--- src/rtl/nonrestoring_divider.sv ---
// Signed 32/32 non-restoring divider, one quotient bit per cycle; optional DIVZERO_DETECT_EN adds a div_by_zero flag.
// Latency: done_signal rises 33 cycles after the start-capture edge (2 cycles for divisor 0 with DIVZERO_DETECT_EN).
// Backpressure: none; signal_in is honoured only while done_signal is high and ignored while busy.
module nonrestoring_divider (
    input  logic               clock,
    input  logic               reset_n,
    input  logic signed [31:0] dividend,
    input  logic signed [31:0] divisor,
    input  logic               signal_in,
    output logic signed [31:0] quotient,
    output logic signed [31:0] remainder,
    output logic               done_signal,
    output logic [5:0]         addOP,
    output logic [5:0]         subOP
`ifdef DIVZERO_DETECT_EN
    ,
    output logic               div_by_zero
`endif
);

    typedef enum logic [1:0] {
        IDLE = 2'd0,
        RUN  = 2'd1,
        FIX  = 2'd2,
        DONE = 2'd3
    } state_t;

    state_t             state;
    state_t             state_nxt;
    logic               start;
    logic               run_iter;
    logic [31:0]        q_mag;
    logic [31:0]        d_mag;
    logic signed [32:0] prem;
    logic [5:0]         iter_cnt;
    logic [5:0]         add_cnt;
    logic [5:0]         sub_cnt;
    logic               neg_q;
    logic               neg_r;
    logic [32:0]        shifted;
    logic [32:0]        prem_step;
    logic [31:0]        r_mag;
    logic [31:0]        q_res;
    logic [31:0]        r_res;
    logic [5:0]         add_res;
    logic [5:0]         sub_res;
`ifdef DIVZERO_DETECT_EN
    logic               dz;
`endif

    function automatic logic [31:0] mag(input logic [31:0] v);
        return v[31] ? -v : v;
    endfunction

    assign start = signal_in && ((state == IDLE) || (state == DONE));

`ifdef DIVZERO_DETECT_EN
    assign run_iter = (state == RUN) && !dz;
`else
    assign run_iter = (state == RUN);
`endif

    always_ff @(posedge clock or negedge reset_n) begin
        if (!reset_n) begin
            state <= IDLE;
        end else begin
            state <= state_nxt;
        end
    end

    always_comb begin
        state_nxt = state;
        case (state)
            IDLE, DONE: begin
                if (signal_in) state_nxt = RUN;
            end
            RUN: begin
`ifdef DIVZERO_DETECT_EN
                if (dz) state_nxt = FIX;
                else
`endif
                if (iter_cnt == 6'd1) state_nxt = FIX;
            end
            FIX:     state_nxt = DONE;
            default: state_nxt = IDLE;
        endcase
    end

    always_comb begin
        done_signal = (state == IDLE) || (state == DONE);
    end

    // The 33-bit remainder never exceeds 32 significant bits before the shift, so dropping prem[32] is lossless.
    always_comb begin
        shifted   = {prem[31:0], q_mag[31]};
        prem_step = prem[32] ? (shifted + {1'b0, d_mag}) : (shifted - {1'b0, d_mag});
        r_mag     = prem[32] ? (prem[31:0] + d_mag) : prem[31:0];
        q_res     = neg_q ? -q_mag : q_mag;
        r_res     = neg_r ? -r_mag : r_mag;
        add_res   = add_cnt + {5'd0, prem[32]};
        sub_res   = sub_cnt;
`ifdef DIVZERO_DETECT_EN
        // RUN was skipped, so q_mag still holds |dividend| and the sign fix rebuilds the dividend.
        if (dz) begin
            q_res   = 32'hFFFF_FFFF;
            r_res   = neg_r ? -q_mag : q_mag;
            add_res = 6'd0;
            sub_res = 6'd0;
        end
`endif
    end

    always_ff @(posedge clock or negedge reset_n) begin
        if (!reset_n) begin
            q_mag     <= '0;
            d_mag     <= '0;
            prem      <= '0;
            iter_cnt  <= '0;
            add_cnt   <= '0;
            sub_cnt   <= '0;
            neg_q     <= 1'b0;
            neg_r     <= 1'b0;
            quotient  <= '0;
            remainder <= '0;
            addOP     <= '0;
            subOP     <= '0;
`ifdef DIVZERO_DETECT_EN
            dz          <= 1'b0;
            div_by_zero <= 1'b0;
`endif
        end else if (start) begin
            q_mag    <= mag(dividend);
            d_mag    <= mag(divisor);
            prem     <= '0;
            iter_cnt <= 6'd32;
            add_cnt  <= '0;
            sub_cnt  <= '0;
            neg_q    <= dividend[31] ^ divisor[31];
            neg_r    <= dividend[31];
`ifdef DIVZERO_DETECT_EN
            dz          <= (divisor == 32'sd0);
            div_by_zero <= 1'b0;
`endif
        end else if (run_iter) begin
            prem     <= prem_step;
            q_mag    <= {q_mag[30:0], ~prem_step[32]};
            iter_cnt <= iter_cnt - 6'd1;
            if (prem[32]) add_cnt <= add_cnt + 6'd1;
            else          sub_cnt <= sub_cnt + 6'd1;
        end else if (state == FIX) begin
            quotient  <= q_res;
            remainder <= r_res;
            addOP     <= add_res;
            subOP     <= sub_res;
`ifdef DIVZERO_DETECT_EN
            div_by_zero <= dz;
`endif
        end
    end

endmodule

--- config.mk ---
export PLATFORM = sky130hd
export DESIGN_NAME = nonrestoring_divider
export DESIGN_NICKNAME = d
export VERILOG_FILES = /design/src/rtl/nonrestoring_divider.sv
export SDC_FILE = /design/constraint.sdc
export NUM_CORES = 1
export LEC_CHECK = 0
export CORE_ASPECT_RATIO = 1.4
export CORE_UTILIZATION = 33
export DETAILED_ROUTE_END_ITERATION = 12
export GPL_TIMING_DRIVEN = 1
export PLACE_DENSITY = 0.59
export SLEW_MARGIN = 20
export SYNTH_ARGS = -nofsm -noshare
export SYNTH_HDL_FRONTEND = slang
export SYNTH_SLANG_ARGS = --single-unit
--- constraint.sdc ---
create_clock -name clock -period 5.3 [get_ports clock]
set_input_delay 1.06 -clock clock [delete_from_list [all_inputs] [get_ports clock]]
set_output_delay 1.06 -clock clock [all_outputs]
set_load 0.005 [all_outputs]
### Word level (Yosys, flattened, before mapping)

Cells that the tools add are included.
W data, S select, Z words.

* register bits after elaboration: 195
* input port bits: 67
* output and inout port bits: 77

* $add $sub $neg: 11
* eq/ne operators: 7
* mux-type cells: 21
* bitwise operators: 4
* reduce and logical (&&, ||, !) cells: 10

Operators with widths (number)
* $mux W32: 7
* $neg A32 Y32: 4
* $mux W33: 3
* $mux W6: 8
* $add A33 B32 Y33: 1
* $sub A33 B32 Y33: 1
* $add A32 B32 Y32: 1
* $add A6 B1 Y6 const B: 2
* $add A6 B1 Y6: 1
* $eq A6 B1 Y1 const B: 1
* $pmux W2 S3: 1
* $reduce_and A2 Y1: 3
* $sub A6 B1 Y6 const B: 1
* $eq A2 B2 Y1 const B: 2
* $mux W2: 2
* $ne A2 B2 Y1 const B: 2
* $reduce_bool A2 Y1: 2
* $not A1 Y1: 3
* $reduce_and A3 Y1: 1
* $eq A2 B1 Y1 const B: 1
* $logic_not A2 Y1: 1
* $ne A2 B1 Y1 const B: 1
* $reduce_or A2 Y1: 1
* $logic_and A1 B1 Y1: 1
* 2 further kinds: 2

### Depth between registers and ports, before layout

Gate-level depths: netlist of the first run.

* word-level depth: 5
* mapped depth: 20
* depth with buffers taken out: 20

### Worst setup path before layout of the first run

Ideal clock, no wire load.

* kind: register -> register
* start point: register prem[32]
* end point: register prem[26]
* arrival: 4.779 ns
* data required time: 5.206 ns
* path slack: 0.427 ns
* stages on the path, launching flop included: 21
* path buffers: 7
* clock period less this slack: 4.873 ns
* cell sequence: dfrtp_1 clkbuf_1 clkbuf_1 clkbuf_1 buf_1 clkbuf_1 buf_1 clkbuf_1 a21oi_1 xor2_1 ha_1 a21o_1 a21o_1 a2111oi_0 o31ai_1 o21ai_0 o21ai_0 a21o_1 a21oi_1 nor2_1 a211oi_1

* longest elaborated chain between the ends: 3

RTL lines
* start: declaration: RTL line 34 `logic signed [32:0] prem;`
* start signal: assignment: RTL line 145 `prem <= prem_step;`
* $mux W33: RTL line 96 `prem_step = prem[32] ? (shifted + {1'b0, d_mag}) : (shifted - {1'b0, d_mag});`
* $mux W33: RTL line 144 `end else if (run_iter) begin`
* $mux W33: RTL line 131 `end else if (start) begin`

Every way passes these cells. The select of a mux whose other input is x is not followed.
A chain may end at the register's enable or synchronous reset.

### Final worst setup path of the first run

* start point: register d_mag[7]
* end point: register q_mag[0]

* longest elaborated chain between the ends: 5
* elaborated cells on any way between the ends: 6
* those cells by class: add/sub (2); mux (3); bitwise (1)

RTL lines
* start: declaration: RTL line 33 `logic [31:0] d_mag;`
* start signal: assignment: RTL line 133 `d_mag <= mag(divisor);`
* $sub A33 B32 Y33 or $add A33 B32 Y33 (tied branches): RTL line 96
* $mux W33 (*): RTL line 96
* $not A1 Y1 (*): RTL line 146 `q_mag <= {q_mag[30:0], ~prem_step[32]};`
* $mux W32 (*): RTL line 144
* $mux W32 (*): RTL line 131
* end signal: assignment: RTL line 132 `q_mag <= mag(dividend);`
* end signal: assignment: RTL line 146
* end: declaration: RTL line 32 `logic [31:0] q_mag;`

Mark *: on every way between the ends. The rest lies on a longest branch, timed or not. The select of a mux whose other input is x is not followed.

==> results, run 1 <==
- The post-DP HPWL is 34.3 mm.
- The tree is rooted in a sky130_fd_sc_hd__clkbuf_16.
- The share of the synthesized netlist area taken by xor and xnor gates is 10.8%.
- The worst pin sits at a relative slew slack of 29.3%.
- The total of hold buffers inserted after clock tree synthesis is 0.
- The most common flop cell mapped by yosys is sky130_fd_sc_hd__dfrtp_1.
- In this run the most used layer during global routing was met2.
- The commonest cells after synthesis are sky130_fd_sc_hd__dfrtp_1, sky130_fd_sc_hd__nor2_1, sky130_fd_sc_hd__nand2_1, sky130_fd_sc_hd__a21oi_1, sky130_fd_sc_hd__o21ai_0.
- The height of the chip is 255 um.
- The detail-routed via count per cell is 5.41.
- The worst-case vdd ir drop is 0.295 mV.
- The finished cells cover 17800 um2.
- The element type at the critical path start is a flip-flop.
- Dividing total power by cell area gives a power density of 725 nW/um2.
- Entering global routing, the biggest net connects 116 pins.
- During synthesis, Yosys emitted a total of 0 warnings.
- The count of final setup violators is 0.
- Counting distinct cell types in the post-synthesis netlist gives 74.
- After global routing the overflow that remains totals 0.
- The number of nets in the layout is 2030.
- The final weighted congestion in routability-driven placement is 0.918.
- Setup repair after global routing left no endpoint under its margin.
- The number of antenna violations at the first check in global routing is 0.
- The fraction of met1 tracks used by global routing is 19.7%.
- The core region area is 45100 um2.
- The longest clock path from root to sink contains 2 buffers.
- The DRC violation count after routing is 0.
- The average wire length per cell after detail routing is 17.7 um.
- The number of buffers inserted by port buffering is 143.
- The internal power of the cells is 6550 uW.
- Synthesis produced a netlist whose cell count is 1792.
- Registers are responsible for 23.5% of the overall power.
- The global routing usage on met3 is 3.01%.
- The buffer count from post-CTS setup fixing is 0.
- In this run, the number of DRC markers left after iteration 0 of detailed routing was 697.
- The class of the tightest hold or removal check is reg2reg.
- In this run, the clock network consumes 10.4% of the power.
- The biggest fanout along the worst timing path is 6.
- The hold violation count in the final report came to 0.
- The portion of netlist area occupied by mux cells is 6.12%.
- The final clock skew is 0.0109 ns.
- The die width is 183 um.
- The static leakage power is 0.00738 uW.
- The most common cell in the synthesized netlist is sky130_fd_sc_hd__dfrtp_1.
- The antenna cell count is 0.
- The number of resized instances in the post-cts repair step is 0.
- After synthesis, the largest area contributor takes up 32.3% of total cell area.
- Summed over all nets, the switching power comes to 6330 uW.
- The vias after detailed routing is 13.6k.
- The first global-routing pass estimated 71.1 mm of wire.
- The achievable frequency is 0.220 GHz.
- The largest area contributor in the netlist is sky130_fd_sc_hd__dfrtp_1.
- The simple-gate portion of the synthesized area is 19.2%.
- Synthesis inferred 195 register bits.
- The nature of the critical path endpoint is a flip-flop.
- The total global routing track utilization is 19.3%.
- At the pin with the least slew margin, the transition time is 1.05 ns.
- The fraction of power consumed by combinational cells is 66.1%.
- After synthesis, the largest family of logic cells by area is compound AO/OA/AOI/OAI gates.
- The via count of the first global-routing pass is 13.5k.
- The number of rows created at floorplan is 92.
- Ranked by total cell area, the synthesized netlist is headed by sky130_fd_sc_hd__dfrtp_1, sky130_fd_sc_hd__ha_1, sky130_fd_sc_hd__xor2_1, sky130_fd_sc_hd__a21oi_1, sky130_fd_sc_hd__xnor2_1.
- The number of antenna-violating nets in the routed design is 0.
- After synthesis, flip-flops and latches occupy 32.3% of the total area.
- In this run, CTS created clock tree buffers numbering 17.
- The layout cell share with drive strength beyond 1 is 6.38%.
- The fraction of met2 tracks used by global routing is 36.4%.
- The worst path in the final design needs a cycle of 4.54 ns, including I/O delays and setup.
- The compound-cell area share of the yosys netlist is 21.6%.
- In this run the critical register-to-register path is launched from d_mag[7].
- After detailed routing, the total wire length is 44.5 mm.
- For the worst-skew pair, the clock arrives at the later sink with an insertion delay of 0.47 ns.
- Net switching is 49.1% of the power.
- Clock-pin slew was measured on the worst setup and hold paths at 0.08 ns.
- Counting flops with a built-in enable in the synthesized netlist gives 0.
- The total placed instance area is 17200 um2.
- CTS built an H-tree with a depth of 4.
- The final total negative setup slack is 0 ns.
- The share of async-settable or async-resettable flops after synthesis is 100%.
- The run finished with clean final reports.
- The max-slew violation count is 0.
- The worst setup path is of the reg2reg kind.
- The number of nets handed over by synthesis was 1939.
- At the worst endpoint, the required time is 5.62 ns.
- In this run the cell area of the synthesized design comes to 15100 um2.
- The count of boundary I/O pins is 144.
- Tracing the worst setup path back leads to its startpoint at d_mag[7].
- The startpoint identified for the worst hold timing path is subOP[1].
- The synthesized netlist devotes 6.72% of its cell area to adder and majority cells.
- The layout overhead on the synthesized area is 17.4%.
- After synthesis, the mean cell area works out to 8.44 um2.
- For this design, the sink count on the clock tree is 195.
- The area of the die is 46700 um2.
- The total iterations of the first detailed-routing run is 7.
- STA puts the critical path data arrival time at 4.86 ns.
- The clock tree from TritonCTS is built.
- The tool flagged a number of max-cap violations equal to 0.
- The final critical path takes up 85.7% of the cycle.
- The starting density of the core is 33.5%.
==> placed cells by master (no fill, tap or decap), drive strengths merged, types with 12 or more instances in the layout <==
cell type and n:
xor2 109, nor2 174, nand4 25, mux2 36, clkdlybuf4s50 141, nor2b 21
o21ai 137, a21o 38, a211oi 22, o211ai 15, o31ai 39, xnor2 78
nand2b 18, a21oi 144, buf 19, o41ai 15, o21a 12, nor4 18
or4 14, nand2 171, and3 14, and2 16, mux2i 52, ha 78
a31oi 12, inv 50, or3 28, clkbuf 19, dfrtp 195, nand3 37
nor3 34
==> through the flow <==
step	cells	hold slack [ns]	total power [uW]	util, %	setup slack, ns
floorplan	1792	0.478	8910	-	0.427
global placement	2475	0.493	11500	38.0	0.664
detailed placement	2475	0.495	11600	38.0	0.630
CTS	2507	0.514	13000	39.4	0.824
global route	2507	0.519	14000	39.3	0.343
finish	2507	0.511	12900	39.3	0.757
==> state kept, by name, indices dropped and copies added, names as in the netlist <==
signal / cells
subOP: 6
remainder: 32
d_mag: 32
neg_q: 1
neg_r: 1
iter_cnt: 6
state: 2
q_mag: 32
quotient: 32
sub_cnt: 6
add_cnt: 6
prem: 33
addOP: 6
==> power by group through the flow <==
stage	Combinational (uW)	Clock (uW)	Sequential, uW
after global placement	8450	0	3040
after CTS	8580	1380	3030
after global routing	9480	1440	3120
final	8520	1340	3020
after floorplan	6180	0	2730
after detailed placement	8540	0	3060
==> final timing paths <==
kind / cells after the start / endpoint / slack, ns
min reg2reg: 1 / subOP[1] / 0.51
max: 18 / q_mag[0] / 0.76
min in group asynchronous: 1 / quotient[15] / 0.74
max reg2reg: 18 / q_mag[0] / 0.76
max in group asynchronous: 2 / d_mag[30] / 3.53
min: 1 / subOP[1] / 0.51
==> metal layers <==
layer / part of all wire [%] / up-vias
li1: - / 6664
met1: 37 / 6473
met2: 53 / 313
met3: 3.4 / 116
met4: 6.0 / 0
met5: 0 / -
==> critical path, stage by stage (launching register included) <==
cell	delay [ns]
sky130_fd_sc_hd__dfrtp_1	0.44
sky130_fd_sc_hd__or4_1	0.57
sky130_fd_sc_hd__nor3_1	0.31
sky130_fd_sc_hd__and2_1	0.26
sky130_fd_sc_hd__nand2_1	0.08
sky130_fd_sc_hd__nor2_1	0.15
sky130_fd_sc_hd__a21oi_1	0.10
sky130_fd_sc_hd__xor2_1	0.15
sky130_fd_sc_hd__ha_1	0.39
sky130_fd_sc_hd__nand4_1	0.15
sky130_fd_sc_hd__nor2b_1	0.27
sky130_fd_sc_hd__nand4_1	0.13
sky130_fd_sc_hd__a211oi_1	0.35
sky130_fd_sc_hd__o211ai_1	0.22
sky130_fd_sc_hd__a31o_2	0.29
sky130_fd_sc_hd__a31oi_1	0.17
sky130_fd_sc_hd__xnor2_1	0.15
sky130_fd_sc_hd__nor2_1	0.08
sky130_fd_sc_hd__a2bb2oi_1	0.17
==> layout make-up <==
class / instances / area, um2
well taps: 611 / 764
flip-flops and latches: 195 / 4880
clock buffers: 18 / 429
repair buffers: 161 / 1580
inverters: 45 / 169
multi-input cells: 1463 / 9770
clock inverters: 14 / 166
fillers: 4674 / 27400
==> kinds of logic after synthesis <==
| kind of cell | after synthesis |
|---|---|
| DFF | 195 |
| muxes | 88 |
| buffers and inverters | 134 |
| xor gates and xnor gates | 187 |
| and+or+nand+nor | 600 |
| AOI/OAI and AO/OA | 508 |
| adders and majority gates | 80 |
Note: power is estimated with default switching activity, not from simulation.
==> inputs of run 2 (changes only) <==
--- a/config.mk
+++ b/config.mk
@@ -5,6 +5,7 @@
 export SDC_FILE = /design/constraint.sdc
 export NUM_CORES = 1
 export LEC_CHECK = 0
+export ABC_CLOCK_PERIOD_IN_PS = 5300
 export CORE_ASPECT_RATIO = 1.4
 export CORE_UTILIZATION = 33
 export DETAILED_ROUTE_END_ITERATION = 12
==> results of run 2 <==
The final DEF is identical to that of run 1; final timing and power are the same.
==> inputs of run 3 (changes only) <==
--- a/config.mk
+++ b/config.mk
@@ -5,8 +5,10 @@
 export SDC_FILE = /design/constraint.sdc
 export NUM_CORES = 1
 export LEC_CHECK = 0
+export ABC_AREA = 0
 export ABC_CLOCK_PERIOD_IN_PS = 5300
 export CORE_ASPECT_RATIO = 1.4
+export CORE_MARGIN = 3
 export CORE_UTILIZATION = 33
 export DETAILED_ROUTE_END_ITERATION = 12
 export GPL_TIMING_DRIVEN = 1
==> run 3 against run 2 <==
Effect of this change: critical path depth stayed put; die area is 3.8% higher; core utilization is 0.072 points lower; sequential share of layout area is 0.051 points higher; via count is 0.34% lower; clock power is 5% lower; cell count stayed put; global-route usage is 1.1 points lower.
==> results, run 3 (same netlist as run 1, synthesis figures left out) <==
- The flow ran to the end, and the final reports show no timing, DRC or antenna violations.
- The power consumption is 12800 uW (-0.76%).
- STA classifies the critical path startpoint as a flip-flop.
- The core region area is 45100 um2 (unchanged).
- The total iterations of the first detailed-routing run is 5 (-2).
- The area of the die is 48500 um2 (+3.8%).
- The average wire length per cell after detail routing was 17.7 um (-0.44%).
- The endpoint arrival time on the critical path is 4.90 ns (+0.04 ns).
- Leaving out fill and tap cells, the most frequent cells in the layout are sky130_fd_sc_hd__dfrtp_1, sky130_fd_sc_hd__nor2_1, sky130_fd_sc_hd__nand2_1.
- TritonCTS built the clock tree.
- The number of nets in the layout is 2030 (unchanged).
- The largest stage delay on the critical path is 0.55 ns (-0.02 ns).
- The portion of the clock cycle consumed by the worst path in the final layout came to 85.9% (+0.18 points).
- The utilization after layout is 39.3% (-0.072 points).
- The total of hold buffers inserted after clock tree synthesis is 0 (unchanged).
- The largest register by flop count is prem.
- The buffer levels on the longest clock path came to 2 (unchanged).
- The number of buffers and inverters on the critical path is 0 (unchanged).
- The number of buffers created by CTS is 17 (unchanged).
- The number of buffers inserted by port buffering is 143 (unchanged).
- The final weighted congestion in routability-driven placement came to 0.909 (-1.0%).
- The achievable frequency is 0.220 GHz (-0.20%).
- The uppermost metal layer occupied by signal nets is met4.
- The clock insertion delay at the later pin of the skew report is 0.47 ns (about the same).
- The critical path goes through or4_1 > nor3_1 > and2_1 > nand2_1 > nor2_1 > a21oi_1 > xor2_1 > ha_1 > nand4_1 > nor2b_1 > nand4_1 > a211oi_1 > o211ai_1 > a31o_2 > a31oi_1 > xnor2_1 > nor2_1 > a211oi_1.
- The detail-routed via count per cell came to 5.39 (-0.34%).
- The end point of the most critical hold path is remainder[17].
- The wire length on met1 is 16.7 mm (+0.63%).
- The count of boundary I/O pins came to 144 (unchanged).
- The area of combinational cells with multiple inputs is 9770 um2 (unchanged).
- The startpoint identified for the worst hold timing path is remainder[17].
- The required time of the worst setup path is 5.64 ns (+0.02 ns).
- The global-route wire length before repair came to 71.2 mm (about the same).
- The areal power density over the cells is 721 nW/um2 (-0.58%).
- The height of the chip came to 259 um (+1.6%).
- The count of final setup violators is 0 (unchanged).
- The cell family contributing the most delay on the critical path is simple AND/OR/NAND/NOR gates.
- The aggregate routed wire length is 44.3 mm (-0.44%).
- The nature of the critical path endpoint is a flip-flop.
- The final total negative setup slack is 0 ns (unchanged).
- The DRC violation count after routing is 0 (unchanged).
- Relative to the synthesized area, the layout overhead comes to 17.2%.
- The transition time of the tightest slew-check pin is 1.02 ns (-0.0325 ns).
- The number of antenna-violating nets in the routed design came to 0 (unchanged).
- The critical path class is reg2reg.
- The final-layout fill cell count is 4679 (+0.11%).
- The number of cells on the worst hold path came to 1 (unchanged).
- The sequential cell area came to 4880 um2 (unchanged).
- The worst-case vdd ir drop was 0.294 mV (-0.33%).
- The total global routing track utilization is 18.3% (-1.1 points).
- The buffer count from post-CTS setup fixing was 0 (unchanged).
- The pin count of the biggest net entering global routing was 115 (-0.86%).
- The smallest setup slack after layout is 0.748 ns (-0.00933 ns).
- The post-DP HPWL is 34.3 mm (about the same).
- The maximum level of the CTS H-tree is 4 (unchanged).
- The starting density of the core is 33.5% (unchanged).
- The layout cell share with drive strength beyond 1 came to 6.33% (-0.053 points).
- The flip-flop count of the largest register after layout is 33 (unchanged).
- The leftover overflow at the end of global routing came to 0 (unchanged).
- The hold violation count in the final report is 0 (unchanged).
- The max-slew violation count came to 0 (unchanged).
- The detailed router's first-iteration violation count is 611 (-12%).
- The tightest slew margin relative to the limit is 31.5% (+2.2 points).
- The wire length on met2 is 24.0 mm (+1.2%).
- The post-placement worst setup slack is 0.650 ns (+0.0200 ns).
- The clock root buffer is sky130_fd_sc_hd__clkbuf_16.
- The biggest fanout along the worst timing path came to 6 (unchanged).
- The terminus of the critical flop-to-flop path is prem[32].
- The CTS sink count is 195 (unchanged).
- The reported max-cap violation count came to 0 (unchanged).
- Setup repair after global routing left no endpoint under its margin.
- The shortest clock period the worst path allows after layout is 4.55 ns (+0.00933 ns).
- The antenna cell count is 0 (unchanged).
- The class of the tightest hold or removal check is reg2reg.
- The number of resized instances in the post-cts repair step is 0 (unchanged).
- The clock-pin slew on the worst setup and hold paths is 0.08 ns (about the same).
- The detailed route wirelength on metal3 is 1.42 mm (-5.9%).
- The number of cells on the worst reg-to-reg path is 18 (unchanged).
- The die width is 187 um (+2.2%).
- The count of cell instances traversed by the critical path is 18 (unchanged).
- The number of antenna violations at the first check in global routing came to 0 (unchanged).
- The static leakage power was 0.00737 uW (-0.10%).
- The launch point of the worst reg-to-reg path is d_mag[6].
- The vias after detailed routing is 13.5k (-0.34%).
- The final clock skew is 0.0179 ns (+0.00706 ns).
- The number of rows created at floorplan is 92 (unchanged).
- The via count of the first global-routing pass is 13.6k (+0.33%).
- The library cell used most frequently in the layout, excluding fill and tap cells, is sky130_fd_sc_hd__dfrtp_1.
- The register-to-register setup slack is 0.75 ns (about the same).
- For this design, the slowest cell found on the critical path is sky130_fd_sc_hd__or4_1.
run 3: cell types whose count changed in the layout (fill, tap and decap cells not counted), moves of 2 or more:
cell	delta
sky130_fd_sc_hd__clkinv_4	+4
sky130_fd_sc_hd__inv_6	-4
sky130_fd_sc_hd__clkinv_8	-2
sky130_fd_sc_hd__inv_8	+2
sky130_fd_sc_hd__clkinvlp_4	-2
run 3: through the flow:
| step | cell area (um2) | cells | hold slack [ns] |
|---|---|---|---|
| after floorplan | 15100 | 1792 | 0.478 |
| after global placement | 17200 | 2475 | 0.494 |
| after detailed placement | 17200 | 2475 | 0.495 |
| after CTS | 17700 | 2507 | 0.511 |
| after global routing | 17700 | 2507 | 0.529 |
| final | 17700 | 2507 | 0.508 |
run 3: power breakdown:
part	switching (uW)	internal [uW]	leakage [uW]
registers	879	2180	0.00239
logic	4750	3710	0.00470
clock network	638	632	0.000278
run 3: metal layers:
metal  global-route usage (%)  up-vias
met5                        0        -
met4                     9.69        0
met3                     2.82      103
met2                     35.4      278
met1                     18.7     6469
li1                         -     6670
run 3: worst max-delay path by stage:
stage                      from         to  slack [ns]
floorplan              prem[32]   prem[26]        0.43
global placement    dividend[8]  q_mag[29]        0.67
detailed placement  dividend[8]  q_mag[29]        0.65
CTS                    d_mag[6]   prem[32]        0.76
global route           d_mag[6]   prem[32]        0.42
finish                 d_mag[6]   prem[32]        0.75
run 3: layout make-up:
cell class	count	share of cell area, %
Clock buffer	20	2.52
Clock inverter	12	0.657
Inverter	45	0.953
Multi-Input combinational cell	1463	55.1
Sequential cell	195	27.5
Tap cell	611	4.31
Timing Repair Buffer	161	8.90
run 3: worst register-to-register path, stage by stage (launching register included):
cell,delay [ns]
sky130_fd_sc_hd__dfrtp_1,0.44
sky130_fd_sc_hd__or4_1,0.55
sky130_fd_sc_hd__nor3_1,0.29
sky130_fd_sc_hd__and2_1,0.25
sky130_fd_sc_hd__nand2_1,0.07
sky130_fd_sc_hd__nor2_1,0.14
sky130_fd_sc_hd__a21oi_1,0.09
sky130_fd_sc_hd__xor2_1,0.15
sky130_fd_sc_hd__ha_1,0.38
sky130_fd_sc_hd__nand4_1,0.14
sky130_fd_sc_hd__nor2b_1,0.24
sky130_fd_sc_hd__nand4_1,0.12
sky130_fd_sc_hd__a211oi_1,0.44
sky130_fd_sc_hd__o211ai_1,0.22
sky130_fd_sc_hd__a31o_2,0.29
sky130_fd_sc_hd__a31oi_1,0.17
sky130_fd_sc_hd__xnor2_1,0.15
sky130_fd_sc_hd__nor2_1,0.08
sky130_fd_sc_hd__a211oi_1,0.23
==> variant, RTL diff (config.mk and constraints of run 1) <==
Build with the macro `DIVZERO_DETECT_EN` defined.
--- a/src/rtl/nonrestoring_divider.sv
+++ b/src/rtl/nonrestoring_divider.sv
@@ -1,6 +1,8 @@
 // Signed 32/32 non-restoring divider, one quotient bit per cycle; optional DIVZERO_DETECT_EN adds a div_by_zero flag.
 // Latency: done_signal rises 33 cycles after the start-capture edge (2 cycles for divisor 0 with DIVZERO_DETECT_EN).
 // Backpressure: none; signal_in is honoured only while done_signal is high and ignored while busy.
+`define DIVZERO_DETECT_EN
+
 module nonrestoring_divider (
     input  logic               clock,
     input  logic               reset_n,
Behaviour (old outputs only; new: div_by_zero): not the same (a bounded check fails within 4 cycles, from zero or initial values and one cycle with reset_n low).
==> variant against run 1 <==
Sequential share of layout area is 0.68 points lower. Clock skew hardly changed. Worst hold slack worse by 0.0045 ns. Sequential cell count is 2 higher. Final area is 3.6% higher. Setup slack better by 0.067 ns. Wire length is 3.9% higher. Synthesized area is 4.4% higher. Power is 4.3% lower. Critical path type unchanged. Highest routed layer unchanged.
==> variant: results (changes against run 1) <==
| Metric | Value |
|---|---|
| Outcome | `completed (unchanged)` |
| Largest net degree at the start of global routing | `101 (was 116)` |
| Post-route minimum period | `4.476 ns (was 4.543 ns)` |
| CP startpoint | `d_mag[1] (was d_mag[7])` |
| Yosys cell types | `81 (was 74)` |
| Path depth of the worst reg2reg path | `17 (was 18)` |
| Vias | `14596 (was 13566)` |
| Worst Skew | `0.01072 ns (was 0.01088 ns)` |
| Final net count | `2209 (was 2030)` |
| GRT Total Usage | `0.1912 (was 0.1935)` |
| Adder-Cell Fraction of Synth Area | `0.06275 (was 0.06716)` |
| Worst Max-Slew Pin Slew | `0.8574 ns (was 1.054 ns)` |
| Seq/Total Area, Yosys | `0.3122 (was 0.3226)` |
| First-pass GRT wire length | `75520 um (was 71130 um)` |
| Initial DRC Count | `1100 (was 697)` |
| Layout cells sized above 1 | `0.05296 (was 0.06382)` |
| Mapped Nets | `2139 (was 1939)` |
| CP max FO | `9 (was 6)` |
| Commonest cells in the netlist | `286 x nand2_1, 197 x dfrtp_1, 181 x nor2_1 (was 195 x dfrtp_1, 174 x nor2_1, 171 x nand2_1)` |
| Reg2reg setup slack | `0.82 ns (was 0.76 ns)` |
| Worst R2R Start | `d_mag[1] (was d_mag[7])` |
| DP HPWL | `34840 um (was 34250 um)` |
| Placer congestion estimate | `0.9465 (was 0.9184)` |
| Leak | `7.582 nW (was 7.378 nW)` |
| Synth Area in Compound Gates | `0.2380 (was 0.2156)` |
| Port-buffer cells | `144 (was 143)` |
| Synth top area cells | `dfrtp_1 31%, xor2_1 6.8%, nand2_1 6.8%, ha_1 6.0%, xnor2_1 5.3% (was dfrtp_1 32%, ha_1 6.5%, xor2_1 6.3%, a21oi_1 4.8%, xnor2_1 4.5%)` |
| Mux contribution to synthesized area | `0.01188 (was 0.06121)` |
| Hold path depth | `2 (was 1)` |
| Peak supply drop | `271.6 uV (was 294.8 uV)` |
==> variant: cell count changes after synthesis, sizes merged, moves of 11 or more <==
cell    delta
a21oi     +14
a31oi     +47
and2      -14
clkbuf    +23
inv       +22
mux2      -32
mux2i     -40
nand2    +117
nand3     -19
o211ai    +11
o21ai     +14
or3       +17
xnor2     +18
xor2      +15
==> variant: cells by family (layout without fill, tap and decap cells) <==
logic type	after synthesis	in the layout
xor+xnor	220	220
compound gates	595	595
fa+ha+maj	78	78
buf+inv	183	266
simple gates	704	704
flops	197	197
mux	17	17
==> variant: critical path, cell delays in order, from the launching register on <==
cell      delay (ns)
dfrtp_1         0.45
inv_1           0.09
ha_1            0.16
nor3b_1         0.37
nor2b_1         0.38
and3b_1         0.45
a21oi_1         0.14
xor2_1          0.15
ha_1            0.34
a211oi_1        0.38
o211ai_1        0.17
nand4_1         0.18
a31oi_1         0.12
o21ai_0         0.31
a21oi_1         0.13
xnor2_1         0.27
buf_4           0.17
o31ai_1         0.05
==> variant: power by group <==
part / switching [mW] / total, mW / internal (mW)
Combinational: 4.54 / 7.96 / 3.42
Clock: 0.598 / 1.37 / 0.771
Sequential: 0.829 / 2.99 / 2.16
Total: 5.97 / 12.3 / 6.35
==> variant: worst min path at each step <==
stage	startpoint	end	slack (ns)
finish	remainder[30]	remainder[30]	0.51
global route	remainder[10]	remainder[10]	0.52
CTS	remainder[10]	remainder[10]	0.51
detailed placement	remainder[10]	remainder[10]	0.49
global placement	state[0]	state[0]	0.49
floorplan	sub_cnt[5]	subOP[5]	0.47
==> variant: stage by stage <==
step / power [mW] / utilization / instances / hold WS (ns)
after CTS: 12.33 / 0.3902 / 2701 / 0.5094
after global placement: 10.74 / 0.3772 / 2669 / 0.4929
after detailed placement: 10.90 / 0.3772 / 2669 / 0.4913
after floorplan: 8.524 / - / 1994 / 0.4692
after global routing: 13.42 / 0.3901 / 2701 / 0.5247
final: 12.32 / 0.3901 / 2701 / 0.5069
==> variant: per-layer routing <==
metal / global-route usage / vias up / wire [um]
li1: - / 7230 / -
met1: 0.2413 / 6887 / 20300
met2: 0.3292 / 425 / 22370
met3: 0.03080 / 54 / 2414
met4: 0.06808 / 0 / 1152
met5: 0 / - / 0
==> variant: cell type report <==
cell class / count / area [sq um] / share of cell area
Multi-Input combinational cell: 1614 / 10190 / 0.5540
Sequential cell: 197 / 4932 / 0.2681
Timing Repair Buffer: 168 / 1633 / 0.08874
Tap cell: 624 / 780.7 / 0.04243
Clock buffer: 22 / 464.2 / 0.02523
Inverter: 66 / 247.7 / 0.01346
Clock inverter: 10 / 148.9 / 0.008092
